$ cat src/rtl/decode_queue.sv
// Instruction queue between fetch and second-stage decode: a DEPTH-entry FIFO
// whose head entry is decoded combinationally into opcode, register, immediate and illegal fields.
module decode_queue #(
  parameter int DEPTH        = 4,
  parameter bit SIGN_EXT_IMM = 1'b1
) (
  input  logic                     CLK,
  input  logic                     RST_N,
  input  logic                     FLUSH,
  input  logic                     STALL,
  input  logic                     MEM_WAIT,
  input  logic                     INST_VALID,
  output logic                     INST_READY,
  input  logic [31:0]              INST_PC,
  input  logic [31:0]              INST_DATA,
  output logic                     DECODE_VALID,
  output logic [31:0]              DECODE_PC,
  output logic [16:0]              DECODE_OPCODE,
  output logic [4:0]               DECODE_RD,
  output logic [4:0]               DECODE_RS1,
  output logic [4:0]               DECODE_RS2,
  output logic [31:0]              DECODE_IMM,
  output logic                     DECODE_ILLEGAL,
  output logic [$clog2(DEPTH):0]   COUNT
);

  localparam int PTR_W = $clog2(DEPTH);
  localparam int CNT_W = PTR_W + 1;
  localparam logic [CNT_W-1:0] FULL_CNT = CNT_W'(DEPTH);
  localparam logic [31:0] NOP_INST = 32'h0000_0013;

  localparam logic [6:0] OP_LUI    = 7'b0110111;
  localparam logic [6:0] OP_AUIPC  = 7'b0010111;
  localparam logic [6:0] OP_JAL    = 7'b1101111;
  localparam logic [6:0] OP_JALR   = 7'b1100111;
  localparam logic [6:0] OP_BRANCH = 7'b1100011;
  localparam logic [6:0] OP_LOAD   = 7'b0000011;
  localparam logic [6:0] OP_STORE  = 7'b0100011;
  localparam logic [6:0] OP_IMM    = 7'b0010011;
  localparam logic [6:0] OP_OP     = 7'b0110011;
  localparam logic [6:0] OP_FENCE  = 7'b0001111;
  localparam logic [6:0] OP_SYSTEM = 7'b1110011;

  logic [31:0]      pc_q   [DEPTH];
  logic [31:0]      data_q [DEPTH];
  logic [PTR_W-1:0] wptr_q, wptr_d;
  logic [PTR_W-1:0] rptr_q, rptr_d;
  logic [CNT_W-1:0] count_q, count_d;

  logic        push;
  logic        pop;
  logic [31:0] head_inst;
  logic [31:0] head_pc;

  function automatic logic opcode_known(input logic [6:0] op);
    logic known;
    case (op)
      OP_LUI, OP_AUIPC, OP_JAL, OP_JALR, OP_BRANCH, OP_LOAD,
      OP_STORE, OP_IMM, OP_OP, OP_FENCE, OP_SYSTEM: known = 1'b1;
      default:                                      known = 1'b0;
    endcase
    return known;
  endfunction

  // The sign bit keeps its place in the immediate; only the upper fill changes with mode.
  function automatic logic [31:0] build_imm(input logic [31:0] inst);
    logic        fill;
    logic [31:0] imm;
    fill = SIGN_EXT_IMM ? inst[31] : 1'b0;
    case (inst[6:0])
      OP_JALR, OP_LOAD, OP_IMM, OP_FENCE, OP_SYSTEM:
        imm = {{20{fill}}, inst[31:20]};
      OP_STORE:
        imm = {{20{fill}}, inst[31:25], inst[11:7]};
      OP_BRANCH:
        imm = {{19{fill}}, inst[31], inst[7], inst[30:25], inst[11:8], 1'b0};
      OP_LUI, OP_AUIPC:
        imm = {inst[31:12], 12'b0};
      OP_JAL:
        imm = {{11{fill}}, inst[31], inst[19:12], inst[20], inst[30:21], 1'b0};
      OP_OP:
        imm = 32'h0000_0000;
      default:
        imm = 32'hFFFF_FFFF;
    endcase
    return imm;
  endfunction

  // Ready depends only on occupancy and flush, never on a same-cycle pop.
  assign INST_READY   = (count_q != FULL_CNT) && !FLUSH;
  assign DECODE_VALID = (count_q != '0);
  assign COUNT        = count_q;

  assign push = INST_VALID && INST_READY;
  assign pop  = DECODE_VALID && !STALL && !MEM_WAIT && !FLUSH;

  always_comb begin
    wptr_d  = wptr_q;
    rptr_d  = rptr_q;
    count_d = count_q;
    if (FLUSH) begin
      wptr_d  = '0;
      rptr_d  = '0;
      count_d = '0;
    end else begin
      if (push) wptr_d = wptr_q + PTR_W'(1);
      if (pop)  rptr_d = rptr_q + PTR_W'(1);
      if (push && !pop)      count_d = count_q + CNT_W'(1);
      else if (pop && !push) count_d = count_q - CNT_W'(1);
    end
  end

  always_ff @(posedge CLK or negedge RST_N) begin
    if (!RST_N) begin
      wptr_q  <= '0;
      rptr_q  <= '0;
      count_q <= '0;
      for (int i = 0; i < DEPTH; i++) begin
        pc_q[i]   <= 32'h0000_0000;
        data_q[i] <= NOP_INST;
      end
    end else begin
      wptr_q  <= wptr_d;
      rptr_q  <= rptr_d;
      count_q <= count_d;
      if (push) begin
        pc_q[wptr_q]   <= INST_PC;
        data_q[wptr_q] <= INST_DATA;
      end
    end
  end

  // An empty queue presents a NOP at PC 0 so downstream sees benign fields.
  assign head_inst = DECODE_VALID ? data_q[rptr_q] : NOP_INST;
  assign head_pc   = DECODE_VALID ? pc_q[rptr_q]   : 32'h0000_0000;

  assign DECODE_PC      = head_pc;
  assign DECODE_OPCODE  = {head_inst[6:0], head_inst[14:12], head_inst[31:25]};
  assign DECODE_RD      = head_inst[11:7];
  assign DECODE_RS1     = head_inst[19:15];
  assign DECODE_RS2     = head_inst[24:20];
  assign DECODE_IMM     = build_imm(head_inst);
  assign DECODE_ILLEGAL = (head_inst[1:0] != 2'b11) || !opcode_known(head_inst[6:0]);

endmodule
$ cat config.mk
export PLATFORM = sky130hd
export DESIGN_NAME = decode_queue
export DESIGN_NICKNAME = d
export VERILOG_FILES = /design/src/rtl/decode_queue.sv
export SDC_FILE = /design/constraint.sdc
export NUM_CORES = 1
export LEC_CHECK = 0
export ABC_AREA = 1
export BUFFER_PORTS_ARGS = -buffer_cell sky130_fd_sc_hd__buf_4
export CORE_AREA = 2 2 182 184
export CTS_CLUSTER_DIAMETER = 200
export CTS_CLUSTER_SIZE = 30
export DETAILED_ROUTE_END_ITERATION = 8
export DIE_AREA = 0 0 184 186
export GPL_TIMING_DRIVEN = 0
export PLACE_DENSITY_LB_ADDON = 0.1
export SYNTH_ARGS = -nofsm -noshare
export SYNTH_HDL_FRONTEND = slang
export SYNTH_SLANG_ARGS = --single-unit
export TNS_END_PERCENT = 1
$ cat constraint.sdc
create_clock -name CLK -period 2.7 [get_ports CLK]
set_input_delay 0.54 -clock CLK [delete_from_list [all_inputs] [get_ports CLK]]
set_output_delay 0.54 -clock CLK [all_outputs]
set_load 0.005 [all_outputs]
==> run_results.csv, run 1 <==
group,metric,value,unit
logic_synthesis,synth_edf_count,0,
setup_path,crit_type,"flop to output pin",
routing,first_iter_violations,678,
logic_synthesis,ys_ff_latch,263,
timing,finalWorstSetupSlack,-0.433,ns
logic_synthesis,ys_top_cells_by_area,"dfrtp_1 (49%), mux2_2 (13%), o21ai_0 (9.0%), a21oi_1 (6.9%), nand2_1 (6.8%)",
floorplan,initial_core_util,39.5,%
global_routing,grt_max_degree,92,
timing,finalSetupViolCount,69,
logic_synthesis,syn-cell-area,0.0127,mm2
timing,slew_violations,0,
setup_path,worstSetupStartpointType,"flop",
logic_synthesis,yosysSeqAreaShare,51.8,%
layout,multiInputGateArea,0.00549,mm2
routing,drt_first_pass_iters,5,
logic_synthesis,ys_warn_count,0,
hold_path,min-delay-path-class,"input pin to async pin",
logic_synthesis,synth_top_area_share,49.4,%
logic_synthesis,synthFlopType,"dfrtp_1",
timing,finClkSkew,0.0146,ns
floorplan,die_w,184,um
setup_path,cp_max_fo,6,
floorplan,core,0.0322,mm2
timing,holdWs,0.0238,ns
layout,area_growth,23.9,%
layout,drive_above_1_share,33.9,%
place,dpl.hpwl,26500,um
layout,diodes,0,
flow_run,max_cap_violations,0,
global_routing,overflow,0,
timing,slew_headroom,51.0,%
floorplan,rows,66,
logic_synthesis,synth_top_area_cell,"dfrtp_1",
global_routing,grt_pass1_vias,10500,
routing,routed_wirelength,38400,um
cts,clock-sinks,263,
place,placed_area,0.0146,mm2
timing,worst_pin_slew,0.735,ns
floorplan,boundaryPins,172,
routing,final_antenna_net_count,0,
routing,vias_per_cell,5.25,
timing,hold_viol_final,0,
setup_path,required,2.16,ns
cts,htreeDepth,1,
global_routing,antenna_found_initial,0,
run_status,violations,"setup timing",
timing,max_freq,319,MHz
logic_synthesis,synth_commonest_cells,"dfrtp_1 (251), nand2_1 (229), o21ai_0 (228), a21oi_1 (176), mux2_2 (142)",
layout,fill_cells,3095,
timing,min_period,3.13,ns
setup_path,worst-endpoint-arrival,2.59,ns
cts,cts_tree,"built",
global_routing,grt_usage,22.7,%
place,gp_congestion,0.818,
logic_synthesis,syn_area_per_cell,9.21,um2
routing,vias,10500,
cts,cts_buffers,12,
logic_synthesis,yosysMostFrequentCell,"dfrtp_1",
layout,seq_area,0.00660,mm2
timing,final.setup.tns,-16.19,ns
timing,fin_crit_sh,116,%
timing,rsz0062_at_grt,"yes",
power_and_ir_drop,ir_drop,715,uV
routing,wire_per_inst,19.3,um
floorplan,fp.dieH,186,um
run_status,outcome,"finished, violations left",
power_and_ir_drop,power.leakage,0.00725,uW
setup_path,end_kind,"output pin",
layout,fin_nets,1655,
cts,cts_hold_buf,0,
layout,fin_area,0.0158,mm2
logic_synthesis,syn_nets,1456,
routing,drc,0,
cts,clk_latency,0.50,ns
logic_synthesis,synth_cells,1381,
global_routing,grt_pass1_wl,59700,um
cts,clock_path_buffers,3,
cts,clk_pin_slew_worst_paths,0.12,ns
place,io_buffers,171,
layout,final_core_util,48.9,%
logic_synthesis,async_flop_share,100,%
power_and_ir_drop,powerDensity,1170,mW/mm2
floorplan,fp.dieArea,0.0342,mm2
cts,cts_root_buf,"clkbuf_16",
logic_synthesis,ys_types,34,
## layout make-up
| type | count | share of cell area (%) |
|---|---|---|
| tap | 408 | 3.24 |
| sequential | 263 | 41.9 |
| clock inverter | 1 | 0.0556 |
| multi-input combinational | 881 | 34.8 |
| buffer | 97 | 5.02 |
| timing repair buffer | 185 | 9.45 |
| clock buffer | 16 | 2.14 |
| inverter | 140 | 3.41 |
## per-layer routing
metal / global-route usage [%] / part of all wire [%] / vias to the layer above
met5: 0 / 0 / -
met4: 5.79 / 1.8 / 0
met1: 31.7 / 46 / 5195
met2: 37.8 / 47 / 256
li1: - / - / 4970
met3: 2.58 / 4.7 / 40
## path summary, 6_finish.rpt
kind                            cells after the start  slack [ns]                     end                  start
worst max-delay path                               17       -0.43          DECODE_IMM[23]  rptr_q[0]$_DFFE_PN0P_
worst min-delay path                                1        0.02  data_q[46]$_DFFE_PN0P_                  RST_N
worst min register to register                      1        0.51   pc_q[116]$_DFFE_PN0P_  pc_q[116]$_DFFE_PN0P_
max in group asynchronous                           3        1.35   data_q[0]$_DFFE_PN1P_                  RST_N
worst max register to register                      7        0.26  data_q[55]$_DFFE_PN0P_   COUNT[2]$_DFFE_PN0P_
min in group CLK                                    2        0.25   rptr_q[0]$_DFFE_PN0P_                  FLUSH
## flip-flops by register name (all words and copies together), names as in the netlist
signal and count:
wptr_q 2, rptr_q 2, pc_q 128, COUNT 3, data_q 128
## power by group
group	internal, uW	switching [uW]
Sequential	5880	705
Clock	899	1280
Combinational	4750	4930
## through the flow
stage | cells | setup slack [ns] | power [uW]
3_5_place_dp | 1962 | -0.546 | 15000
5_1_grt | 1991 | -0.623 | 19900
6_report | 1991 | -0.433 | 18400
3_3_place_gp | 1960 | -1.32 | 14900
4_1_cts | 1986 | -0.412 | 17900
2_1_floorplan | 1381 | 0.407 | 11100
## timing repair
action	CTS	global route
buffers inserted	6	4
gates cloned	1	1
pin swaps	28	28
resized for setup	147	72
setup endpoints to repair	89	90
## cells by family after synthesis
logic type | synth area share, %
flip-flops | 51.8
AO/OA/AOI/OAI | 16.5
multiplexers | 12.6
AND/OR/NAND/NOR | 10.6
buffers and inverters | 7.84
adder cells (fa/ha/maj) | 0.551
XOR/XNOR | 0.138
## placed cells by master, fill, tap and decap left out, types with 3 or more instances in the layout
cell	Yosys	routed
a21oi_1	176	149
a21oi_2	0	25
buf_12	0	5
buf_2	35	25
buf_4	13	192
buf_6	2	19
buf_8	0	6
clkbuf_1	32	19
clkbuf_16	0	15
clkbuf_2	0	5
clkbuf_4	0	3
clkbuf_8	0	7
dfrtp_1	251	251
dfstp_2	12	12
ha_1	4	4
inv_1	135	132
inv_2	4	5
mux2_2	142	142
nand2_1	229	202
nand2_2	3	23
nand2_4	1	8
nand3_1	48	36
nand3_2	2	12
nor2_1	16	13
nor2_2	12	6
nor2_4	2	11
o21ai_0	228	225
o21ai_1	2	5
o22ai_1	4	3
## critical path: stages, from the launching register on
cell       delay [ns]
dfrtp_1          0.43
inv_2            0.13
buf_6            0.15
nand2_2          0.05
nand3_2          0.06
nand2_2          0.06
nand2_2          0.09
nand2_4          0.09
nor2_4           0.24
nand2_1          0.11
nand2_2          0.09
nor2_4           0.06
nand2_4          0.10
inv_6            0.05
clkbuf_16        0.15
nor2_2           0.07
nand2_1          0.07
buf_6            0.12
Note: power is estimated with default switching activity, not from simulation.
==> run 2: changes to the inputs <==
--- a/config.mk
+++ b/config.mk
@@ -7,13 +7,14 @@
 export LEC_CHECK = 0
 export ABC_AREA = 1
 export BUFFER_PORTS_ARGS = -buffer_cell sky130_fd_sc_hd__buf_4
-export CORE_AREA = 2 2 182 184
+export CORE_AREA = 2 2 234 144
 export CTS_CLUSTER_DIAMETER = 200
 export CTS_CLUSTER_SIZE = 30
 export DETAILED_ROUTE_END_ITERATION = 8
-export DIE_AREA = 0 0 184 186
+export DIE_AREA = 0 0 236 146
 export GPL_TIMING_DRIVEN = 0
 export PLACE_DENSITY_LB_ADDON = 0.1
+export SETUP_SLACK_MARGIN = 0.4
 export SYNTH_ARGS = -nofsm -noshare
 export SYNTH_HDL_FRONTEND = slang
 export SYNTH_SLANG_ARGS = --single-unit
==> run_results.csv, run 2 (synthesized netlist as in run 1, its figures left out) <==
group,metric,value,unit
setup_path,worst-endpoint-arrival,2.65,ns
floorplan,rows,51,
flow_run,max_cap_violations,0,
floorplan,die_w,236,um
floorplan,fp.dieH,146,um
cts,clk_pin_slew_worst_paths,0.12,ns
setup_path,end_kind,"output pin",
timing,worst_pin_slew,0.648,ns
layout,multiInputGateArea,0.00537,mm2
timing,rsz0062_at_grt,"yes",
place,gp_congestion,0.842,
routing,vias_per_cell,5.29,
global_routing,antenna_found_initial,2,
timing,fin_crit_sh,118,%
floorplan,boundaryPins,172,
setup_path,worstSetupStartpointType,"flop",
timing,slew_violations,0,
place,place_inst,1978,
timing,finalSetupViolCount,69,
setup_path,cp_max_fo,10,
routing,final_antenna_net_count,0,
power_and_ir_drop,ir_drop,502,uV
timing,min_period,3.19,ns
routing,routed_wirelength,40400,um
timing,max_freq,314,MHz
setup_path,required,2.16,ns
routing,first_iter_violations,891,
routing,vias,10600,
place,dpl.hpwl,28900,um
place,place_ws,-0.692,ns
global_routing,grt_usage,23.2,%
place,io_buffers,171,
cts,clk_latency,0.51,ns
setup_path,crit_type,"flop to output pin",
floorplan,fp.dieArea,0.0345,mm2
cts,clock_path_buffers,3,
layout,stdcell_count,2010,
timing,holdWs,0.237,ns
global_routing,grt_pass1_wl,62400,um
place,placed_area,0.0146,mm2
timing,finalWorstSetupSlack,-0.485,ns
cts,cts_root_buf,"clkbuf_16",
timing,hold_viol_final,0,
layout,final_common_cell,"dfrtp_1",
floorplan,initial_core_util,39.6,%
routing,wire_per_inst,20.1,um
power_and_ir_drop,powerDensity,1160,mW/mm2
cts,htreeDepth,1,
run_status,outcome,"finished, violations left",
layout,fin_nets,1658,
floorplan,core,0.0321,mm2
timing,slew_headroom,56.8,%
layout,fin_area,0.0157,mm2
layout,final_cell_mix,"dfrtp_1 (249), o21ai_0 (220), nand2_1 (206)",
power_and_ir_drop,power.leakage,0.00725,uW
layout,final_core_util,48.8,%
layout,seq_area,0.00660,mm2
layout,drive_above_1_share,33.6,%
routing,drc,0,
cts,cts_buffers,12,
routing,drt_first_pass_iters,5,
run_status,violations,"setup timing",
global_routing,overflow,0,
layout,fill_cells,3103,
hold_path,min-delay-path-class,"input pin to flop",
cts,cts_tree,"built",
timing,finClkSkew,0.0155,ns
global_routing,grt_max_degree,115,
cts,clock-sinks,263,
layout,area_growth,23.1,%
global_routing,grt_pass1_vias,10300,
==> run 2: changes by cell type in the layout (fill, tap and decap cells not counted), sizes merged <==
| cell | change |
|---|---|
| clkbuf | -2 |
| dlygate4sd3 | +1 |
| diode | +1 |
| buf | +3 |
==> run 2: where the power goes <==
part / total, uW / leakage [uW] / switching (uW) / internal, uW
clock network: 2200 / 0.000167 / 1300 / 894
registers: 6610 / 0.00317 / 725 / 5890
logic: 9320 / 0.00392 / 4830 / 4490
total: 18100 / 0.00725 / 6860 / 11300
==> run 2: area by class of cell <==
| cell class | instances | area share [%] |
|---|---|---|
| antenna | 1 | 0.0160 |
| buffer | 97 | 5.17 |
| clock buffer | 15 | 2.12 |
| clock inverter | 1 | 0.0559 |
| inverter | 140 | 3.42 |
| multi-input combinational | 881 | 34.3 |
| sequential | 263 | 42.1 |
| tap | 424 | 3.39 |
| timing repair buffer | 188 | 9.44 |
==> run 2: what timing repair did <==
action	in CTS	in global routing
cloned	2	1
endpoints found under the hold margin	35	0
setup endpoints to repair	193	257
hold buffers	1	0
buffers inserted	6	5
pin swaps	16	21
resized for setup	153	67
==> run 2: through the flow <==
stage,power (uW),setup TNS [ns]
floorplan,11100,0
global placement,14900,-353.04
detailed placement,15100,-25.99
CTS,17900,-20.88
global route,19400,-26.21
finish,18100,-17.95
==> run 2: worst max-delay path, stage by stage, from the launching register on <==
cell and delay [ns]:
dfrtp_2 0.48, inv_4 0.10, buf_6 0.13, nand2_2 0.06, nand3_2 0.06, nand2_2 0.05
nand2_2 0.08, nand2_4 0.09, nor2_4 0.27, nand2_1 0.11, nand2_2 0.08, nor2_4 0.05
nand2_2 0.08, inv_2 0.07, buf_8 0.15, nor2_2 0.08, nand2_1 0.05, buf_4 0.13
==> run 2: path summary, 6_finish.rpt <==
path / cells after the start / start / slack (ns) / to
setup / recovery: 17 / rptr_q[0]$_DFFE_PN0P_ / -0.49 / DECODE_IMM[30]
hold / removal: 2 / FLUSH / 0.24 / rptr_q[0]$_DFFE_PN0P_
setup reg to reg: 10 / COUNT[0]$_DFFE_PN0P_ / 0.51 / COUNT[2]$_DFFE_PN0P_
hold reg to reg: 1 / data_q[29]$_DFFE_PN0P_ / 0.51 / data_q[29]$_DFFE_PN0P_
max in group asynchronous: 4 / RST_N / 0.90 / pc_q[90]$_DFFE_PN0P_
min in group asynchronous: 2 / RST_N / 0.50 / COUNT[0]$_DFFE_PN0P_
==> run 2: per-layer routing <==
metal	track usage (%)	wire length, um	vias up
li1	-	-	4992
met1	36.6	20400	5347
met2	33.6	17200	265
met3	3.76	2120	35
met4	3.95	610	2
met5	0	13	-
==> run 3: changes to the inputs <==
==> constraint.sdc (replaced) <==
create_clock -name CLK -period 4.05 [get_ports CLK]
set_input_delay 0.81 -clock CLK [delete_from_list [all_inputs] [get_ports CLK]]
set_output_delay 0.81 -clock CLK [all_outputs]
set_load 0.005 [all_outputs]
==> run_results.csv, run 3 (synthesized netlist as in run 1, its figures left out) <==
group,metric,value,unit
power_and_ir_drop,power.leakage,0.00700,uW
flow_run,max_cap_violations,0,
cts,clock-sinks,263,
timing,rsz0062_at_grt,"yes",
power_and_ir_drop,p_total,11600,uW
global_routing,grt_pass1_wl,61900,um
floorplan,fp.dieArea,0.0345,mm2
global_routing,overflow,0,
setup_path,crit_type,"flop to output pin",
timing,min_period,3.56,ns
setup_path,worst-endpoint-arrival,2.75,ns
timing,finalSetupViolCount,0,
global_routing,antenna_found_initial,2,
routing,routed_wirelength,39900,um
setup_path,worstSetupStartpointType,"flop",
power_and_ir_drop,ir_drop,331,uV
timing,worst_pin_slew,0.743,ns
timing,hold_viol_final,0,
routing,drc,0,
routing,vias,10500,
floorplan,boundaryPins,172,
setup_path,cp_max_fo,10,
routing,wire_per_inst,20.0,um
cts,clk_latency,0.51,ns
floorplan,core,0.0321,mm2
routing,final_antenna_net_count,0,
place,io_buffers,171,
place,placed_area,0.0146,mm2
timing,finClkSkew,0.0184,ns
cts,htreeDepth,1,
routing,vias_per_cell,5.27,
layout,fin_area,0.0151,mm2
layout,seq_area,0.00660,mm2
timing,max_freq,281,MHz
power_and_ir_drop,powerDensity,769,mW/mm2
cts,clk_pin_slew_worst_paths,0.12,ns
setup_path,crit_path_cell_trace,"clkbuf_4 > buf_2 > clkbuf_2 > o21ai_0 > a21oi_1 > nand2_1 > nand3_1 > buf_4",
global_routing,grt_pass1_vias,10300,
place,dpl.hpwl,28900,um
layout,final_common_cell,"dfrtp_1",
setup_path,end_kind,"output pin",
timing,slew_headroom,50.4,%
timing,final.setup.tns,0,ns
cts,cts_buffers,12,
global_routing,grt_max_degree,115,
layout,fin_nets,1644,
place,gp_congestion,0.842,
floorplan,die_w,236,um
cts,clock_path_buffers,3,
timing,slew_violations,0,
floorplan,initial_core_util,39.6,%
cts,cts_tree,"built",
floorplan,fp.dieH,146,um
layout,area_growth,18.7,%
layout,drive_above_1_share,28.7,%
cts,cts_root_buf,"clkbuf_16",
layout,final_core_util,47.0,%
layout,final_cell_mix,"dfrtp_1 (251), o21ai_0 (228), nand2_1 (226)",
setup_path,crit_slowest_cell,"dfrtp_1",
layout,fill_cells,3137,
floorplan,rows,51,
routing,first_iter_violations,853,
timing,fin_crit_sh,88.0,%
global_routing,grt_usage,23.1,%
routing,drt_first_pass_iters,7,
setup_path,startpoint,"rptr_q[0]$_DFFE_PN0P_",
setup_path,required,3.24,ns
run_status,outcome,"finished, final reports clean",
layout,multiInputGateArea,0.00520,mm2
setup_path,reg2reg_from,"COUNT[0]$_DFFE_PN0P_",
hold_path,min-delay-path-class,"input pin to async pin",
timing,holdWs,0.169,ns
setup_path,slowest_delay,0.45,ns
run 3: critical path: cells and delay by family (launching register included):
| family | cells | cell delay, ns |
|---|---|---|
| buf+inv | 4 | 1.02 |
| compound gates | 2 | 0.56 |
| simple gates | 2 | 0.22 |
| flops | 1 | 0.45 |
run 3: path summary, 6_finish.rpt:
path                                               end  slack, ns  cells after the start
worst min register to register  data_q[28]$_DFFE_PN0P_       0.51                      1
max in group asynchronous         pc_q[90]$_DFFE_PN0P_       2.49                      3
min in group CLK                 rptr_q[0]$_DFFE_PN0P_       0.51                      2
worst min-delay path              COUNT[0]$_DFFE_PN0P_       0.17                      1
worst max register to register  data_q[57]$_DFFE_PN0P_       1.57                      7
worst max-delay path                     DECODE_IMM[1]       0.49                      8
run 3: report_power, final:
group | switching (uW) | leakage (uW) | internal (uW)
combinational | 3050 | 0.00367 | 2690
sequential | 475 | 0.00317 | 3920
clock | 871 | 0.000167 | 596
total | 4400 | 0.00700 | 7210
run 3: routing by layer:
| metal | vias to the layer above | track usage, % | share of wire (%) |
|---|---|---|---|
| met5 | - | 0 | 0.033 |
| met3 | 35 | 3.66 | 4.9 |
| li1 | 4952 | - | - |
| met1 | 5291 | 36.4 | 51 |
| met4 | 2 | 4.01 | 1.5 |
| met2 | 243 | 33.4 | 42 |
run 3: cell type report:
cell class / instances / share of cell area [%]
timing repair buffer: 174 / 8.97
antenna: 1 / 0.0166
inverter: 140 / 3.48
tap: 424 / 3.51
multi-input combinational: 881 / 34.5
clock inverter: 1 / 0.0580
buffer: 97 / 3.59
clock buffer: 15 / 2.20
sequential: 263 / 43.7
run 3: stage by stage:
| stage | setup WS [ns] | std cells |
|---|---|---|
| 3_5_place_dp | 0.388 | 1978 |
| 2_1_floorplan | 1.49 | 1381 |
| 5_1_grt | 0.349 | 1995 |
| 6_report | 0.488 | 1996 |
| 4_1_cts | 0.296 | 1994 |
| 3_3_place_gp | -0.232 | 1976 |
run 3: repair_timing:
action                                  4_1_cts  5_1_grt
hold buffers                                  0        0
setup buffers                                 0        1
gates resized for setup                      21       42
pin swaps                                     0        1
endpoints found under the setup margin       71       65
